**src/rtl/shift_reg_bank.sv**
```systemverilog
// Multi-lane shift register bank: UPLOAD/LOAD/WRITE/READ on all lanes at once plus a skewed DRAIN.
// Optional CLEAR command is enabled by defining SHIFT_REG_BANK_CLEAR_EN.
module shift_reg_bank #(
  parameter int DATA_WIDTH = 8,
  parameter int LENGTH     = 4,
  parameter int LANES      = 4
) (
  input  logic                                clk,
  input  logic                                reset,
  input  logic                                cmd_valid,
  output logic                                cmd_ready,
  input  logic [2:0]                          ctrl_code,
  input  logic [LANES*LENGTH*DATA_WIDTH-1:0]  data_in,
  input  logic [LANES*DATA_WIDTH-1:0]         data_write,
  output logic [LANES*LENGTH*DATA_WIDTH-1:0]  data_out,
  output logic [LANES*DATA_WIDTH-1:0]         data_read,
  output logic                                read_valid
);

  localparam int unsigned N  = LENGTH + LANES - 1;
  localparam int          SW = $clog2(LENGTH + LANES);

  typedef enum logic {IDLE, DRAIN} state_t;
  typedef enum logic [2:0] {
    OP_UPLOAD = 3'd0,
    OP_LOAD   = 3'd1,
    OP_WRITE  = 3'd2,
    OP_READ   = 3'd3,
    OP_DRAIN  = 3'd4,
    OP_CLEAR  = 3'd5,
    OP_NOP    = 3'd6
  } op_t;

  state_t  state;
  logic [SW-1:0] step;
  logic [SW-1:0] step_nxt;
  logic [SW-1:0] wave_step;

  // Word 0 of each lane sits in the least significant slot, matching the flat port packing.
  logic [LANES-1:0][LENGTH-1:0][DATA_WIDTH-1:0] mem;
  logic [LANES-1:0][LENGTH-1:0][DATA_WIDTH-1:0] shifted;
  logic [LANES-1:0][LENGTH-1:0][DATA_WIDTH-1:0] rotated;
  logic [LANES-1:0][DATA_WIDTH-1:0]             wr_word;
  logic [LANES-1:0][DATA_WIDTH-1:0]             heads;
  logic [LANES-1:0][DATA_WIDTH-1:0]             wave;

  assign cmd_ready = (state == IDLE);
  assign wr_word   = data_write;
  assign step_nxt  = step + 1'b1;
  // Step 0 is produced on the accept edge; each DRAIN edge produces the following step.
  assign wave_step = (state == DRAIN) ? step_nxt : '0;

  for (genvar i = 0; i < LANES; i++) begin : g_lane
    logic [LENGTH:0][DATA_WIDTH-1:0] tap;

    assign shifted[i] = {wr_word[i], mem[i][LENGTH-1:1]};
    assign rotated[i] = {mem[i][0], mem[i][LENGTH-1:1]};
    assign heads[i]   = mem[i][0];
    assign tap[0]     = '0;

    // Lane i shows word (t - i) at step t; at most one word matches, otherwise zero.
    for (genvar j = 0; j < LENGTH; j++) begin : g_word
      assign tap[j+1] = (wave_step == SW'(i + j)) ? mem[i][j] : tap[j];
    end

    assign wave[i] = tap[LENGTH];
  end

  always_ff @(posedge clk) begin
    if (reset) begin
      mem        <= '0;
      data_out   <= '0;
      data_read  <= '0;
      read_valid <= 1'b0;
      state      <= IDLE;
      step       <= '0;
    end else begin
      read_valid <= 1'b0;
      if (state == DRAIN) begin
        data_read  <= wave;
        read_valid <= 1'b1;
        step       <= step_nxt;
        if (step_nxt == SW'(N - 1)) state <= IDLE;
      end else if (cmd_valid) begin
        case (op_t'(ctrl_code))
          OP_UPLOAD: data_out <= mem;
          OP_LOAD:   mem <= data_in;
          OP_WRITE:  mem <= shifted;
          OP_READ: begin
            mem        <= rotated;
            data_read  <= heads;
            read_valid <= 1'b1;
          end
          OP_DRAIN: begin
            data_read  <= wave;
            read_valid <= 1'b1;
            step       <= '0;
            if (N > 1) state <= DRAIN;
          end
`ifdef SHIFT_REG_BANK_CLEAR_EN
          OP_CLEAR:  mem <= '0;
`endif
          default: ;
        endcase
      end
    end
  end

endmodule

```
**config.mk**
```make
export PLATFORM = sky130hd
export DESIGN_NAME = shift_reg_bank
export DESIGN_NICKNAME = d
export VERILOG_FILES = /design/src/rtl/shift_reg_bank.sv
export SDC_FILE = /design/constraint.sdc
export NUM_CORES = 1
export LEC_CHECK = 0
export CORE_ASPECT_RATIO = 1.25
export CORE_MARGIN = 4
export CORE_UTILIZATION = 30
export CTS_CLUSTER_SIZE = 14
export DETAILED_ROUTE_END_ITERATION = 8
export GPL_ROUTABILITY_DRIVEN = 0
export SKIP_CTS_REPAIR_TIMING = 1
export SLEW_MARGIN = 20
export SYNTH_ARGS = -nofsm -noshare
export SYNTH_HDL_FRONTEND = slang
export SYNTH_SLANG_ARGS = --single-unit
```
**constraint.sdc**
```tcl
create_clock -name clk -period 2.7 [get_ports clk]
set_input_delay 0.405 -clock clk [delete_from_list [all_inputs] [get_ports clk]]
set_output_delay 0.405 -clock clk [all_outputs]
set_load 0.01 [all_outputs]
```
==> results.yml, run 1 <==
run_status:
  outcome: "finished, final reports clean"
synthesis:
  synth-simple-area-share: 0.2399
  synth_compound_area_frac: 0.2192
  syn-num-nets: 1893
  synth.avg_cell_area_um2: 7.832
  synth_fa_ha_area_frac: 0.001852
  synth_flop_cell: "dfxtp_1"
  syn_area_um2: 13510
  async_flop_share: 0
  synth_cell_type_count: 45
  synth-edff-count: 0
  syn_inst: 1725
  synth-seq-cells: 293
  seq_area_frac_synth: 0.4342
  synth_mux_area_frac: 0.04890
  synth_xor_area_frac: 0.001852
  synth_top_family_by_area: "simple AND/OR/NAND/NOR gates"
  ys_warn_count: 0
timing:
  hold_viol: 0
  holdWs_ps: 312.1
  max_slew_margin: 0.3057
  rsz0062_at_grt: "no"
  setup_violations: 0
  tightest_slew_ps: 1038
  slew_violations: 0
  setup_slack_ps: 397.2
  max_freq_mhz: 434.2
  period_needed_ps: 2303
  post-route-period-util: 0.8529
  clock_skew_ps: 13.94
  setup_tns_ps: 0
route:
  post_drt_via_cell_ratio: 5.327
  drt_iter0_markers: 1096
  wl_met2_um: 24960
  postRouteAntennaNets: 0
  drt_first_pass_iters: 5
  wl_um: 52670
  avgRoutedWirePerCell_um: 20.58
  maxUsedRoutingLayer: "met4"
  wl_met3_um: 3572
  vias: 13630
  m1WireLength_um: 22420
  drcViolationCount: 0
run:
  drv_cap: 0
global_routing:
  grtUsageTotal: 0.2067
  grt_pass1_wl_um: 80010
  grt_max_degree: 101
  grt_overflow: 0
  grt_pass1_vias: 13440
  antenna_found_initial: 2
layout:
  stdcell_count: 2559
  syn2layout_area_growth_pct: 37.30
  drive_gt1_frac: 0.06398
  fin_area_um2: 18550
  final_cell_mix: "nand2_1, clkdlybuf4s50_1, dfxtp_1"
  fin_nets: 2128
  final_common_cell: "nand2_1"
  ff_latch_area_um2: 5871
  utilization: 0.4184
  multi_input_area_um2: 6995
  fill_cells: 4479
hold_path:
  min_to: "data_out[95]"
  whs_path_depth: 2
  hp-class: "primary input to flip-flop"
  hp-start: "reset"
floorplan:
  num_rows: 86
  fp.dieArea_um2: 48520
  fp.dieH_um: 245.3
  core_um2: 44330
  floorplan.initialDensity: 0.3048
  ios: 328
  die_w_um: 197.8
worst_setup_path:
  rr_startpoint: "step[0]"
  critPathArrivalTime_ps: 2740
  cpMaxStageDelayCell: "nor3_2"
  path_class: "flip-flop to flip-flop"
  path_max_fanout: 61
  reg2reg_slack_ps: 400
  crit_path_end_kind: "flip-flop"
  reg2reg_depth: 5
  worstReg2RegEnd: "data_read[24]"
  crit_required_ps: 3140
  slowest_delay_ps: 590
  crit_chain: "buf_4 -> nand2b_1 -> nor3_2 -> a222oi_1 -> o2bb2ai_1"
  critPathLaunchType: "flip-flop"
pwr:
  worst_ir_drop_vdd_uv: 363.2
  p_clk_frac: 0.455
  p_int_mw: 8.074
  p_sw_mw: 2.742
  combPwrFrac: 0.109
  p_per_area_nw_per_um2: 583.0
  power_frac_seq: 0.436
  p_sw_frac: 0.2535
  p_total_mw: 10.82
  p_leak_nw: 6.318
clock_tree:
  cts_root_buffer: "clkbuf_16"
  cts.htree.levels: 2
  clkTransAtPathRegs_ps: 60
  cts_buffers: 34
  clock_latency_ps: 520
  numClockSinks: 293
  cts_tree: "built"
  clk_path_buf_depth: 3
placement:
  dp_hpwl_um: 36920
  io_buffers: 327
  dp.cells: 2496
  dpl_worst_slack_ps: 193.2
  place_area_um2: 17340
[cell families (layout without fill, tap and decap cells)]
group,count (synthesis),in the layout
AO/OA/AOI/OAI,429,429
XOR/XNOR,2,2
adder cells (fa/ha/maj),2,2
buffers and inverters,174,434
flip-flops,293,293
multiplexers,65,65
other,0,2
AND/OR/NAND/NOR,760,760
[Yosys cell counts (2+ instances only)]
library cell  instances  area share
clkbuf_1            101       0.028
a2bb2oi_1             8      0.0052
a211oi_1              8      0.0044
a222oi_1             16       0.012
o32ai_1               8      0.0052
nand4_1               8      0.0037
ha_1                  2      0.0019
nand4b_1              8      0.0052
o211ai_1             40       0.022
nand3_1               9      0.0033
nor4b_1              16       0.010
buf_4                 2      0.0011
nor3_2                2      0.0015
mux2i_1              57       0.042
o21ai_0               8      0.0030
nor3b_2               2      0.0019
and4b_1               9      0.0067
buf_2                57       0.021
nor2_1              104       0.029
a221o_1               8      0.0059
a22o_1                8      0.0052
o2bb2ai_1            16       0.010
o21ai_1               2     0.00074
a311oi_1             97       0.063
and2_1               10      0.0046
o221ai_1              8      0.0052
o21bai_1              8      0.0044
a31oi_1               8      0.0037
dfxtp_1             293        0.43
and3b_1               9      0.0058
buf_1                12      0.0033
nor2b_1              19      0.0088
nand2_1             554        0.15
mux2_2                8      0.0067
a21oi_1             186       0.069
nand2b_1              5      0.0023
[flip-flops by register name (all words and copies together), names as in the netlist]
register    count
data_out      128
data_read      32
heads          32
mem            96
read_valid      1
state           1
step            3
[worst max-delay path by stage]
| stage | start | endpoint | cells past startpoint |
|---|---|---|---|
| CTS | state | cmd_ready | 2 |
| finish | step[0] | data_read[24] | 5 |
| global placement | ctrl_code[2] | mem[106] | 7 |
| global route | step[0] | data_read[27] | 5 |
| detailed placement | ctrl_code[2] | mem[9] | 7 |
| floorplan | step[1] | data_read[6] | 9 |
[power groups by stage]
stage | clock (mW) | combinational [mW] | sequential [mW]
6_report | 4.92 | 1.18 | 4.71
5_1_grt | 5.23 | 1.28 | 4.73
4_1_cts | 5.07 | 1.19 | 4.71
3_5_place_dp | 0 | 1.18 | 4.81
2_1_floorplan | 0 | 0.616 | 4.71
3_3_place_gp | 0 | 1.17 | 4.81
[layer usage]
layer | up-vias | track usage
met5 | - | 0
met4 | 0 | 0.06584
met3 | 91 | 0.04050
met2 | 529 | 0.3442
met1 | 6479 | 0.2695
li1 | 6533 | -
[critical path, delay by kind of cell (launching register included)]
kind                   cells  cell delay [ps]
buffers and inverters      1              530
flip-flops                 1              370
AND/OR/NAND/NOR            2              940
AO/OA/AOI/OAI              2              350
[area by class of cell]
cell class | instances | area share
inverters | 2 | 0.0004047
clock buffers | 51 | 0.05760
flip-flops and latches | 293 | 0.3165
clock inverters | 10 | 0.007217
repair buffers | 371 | 0.2023
multi-input cells | 1258 | 0.3771
diodes | 2 | 0.0002698
well taps | 572 | 0.03858
Note: power is estimated with default switching activity, not from simulation.
==> run 2: changes to the inputs <==
CAP_MARGIN = 20   (was default)
==> results of run 2 <==
The final DEF is identical to that of run 1; final timing and power are the same.
==> run 3: changes to the inputs <==
SKIP_CTS_REPAIR_TIMING = default   (was 1)
==> results of run 3 <==
The final DEF is identical to that of run 1; final timing and power are the same.
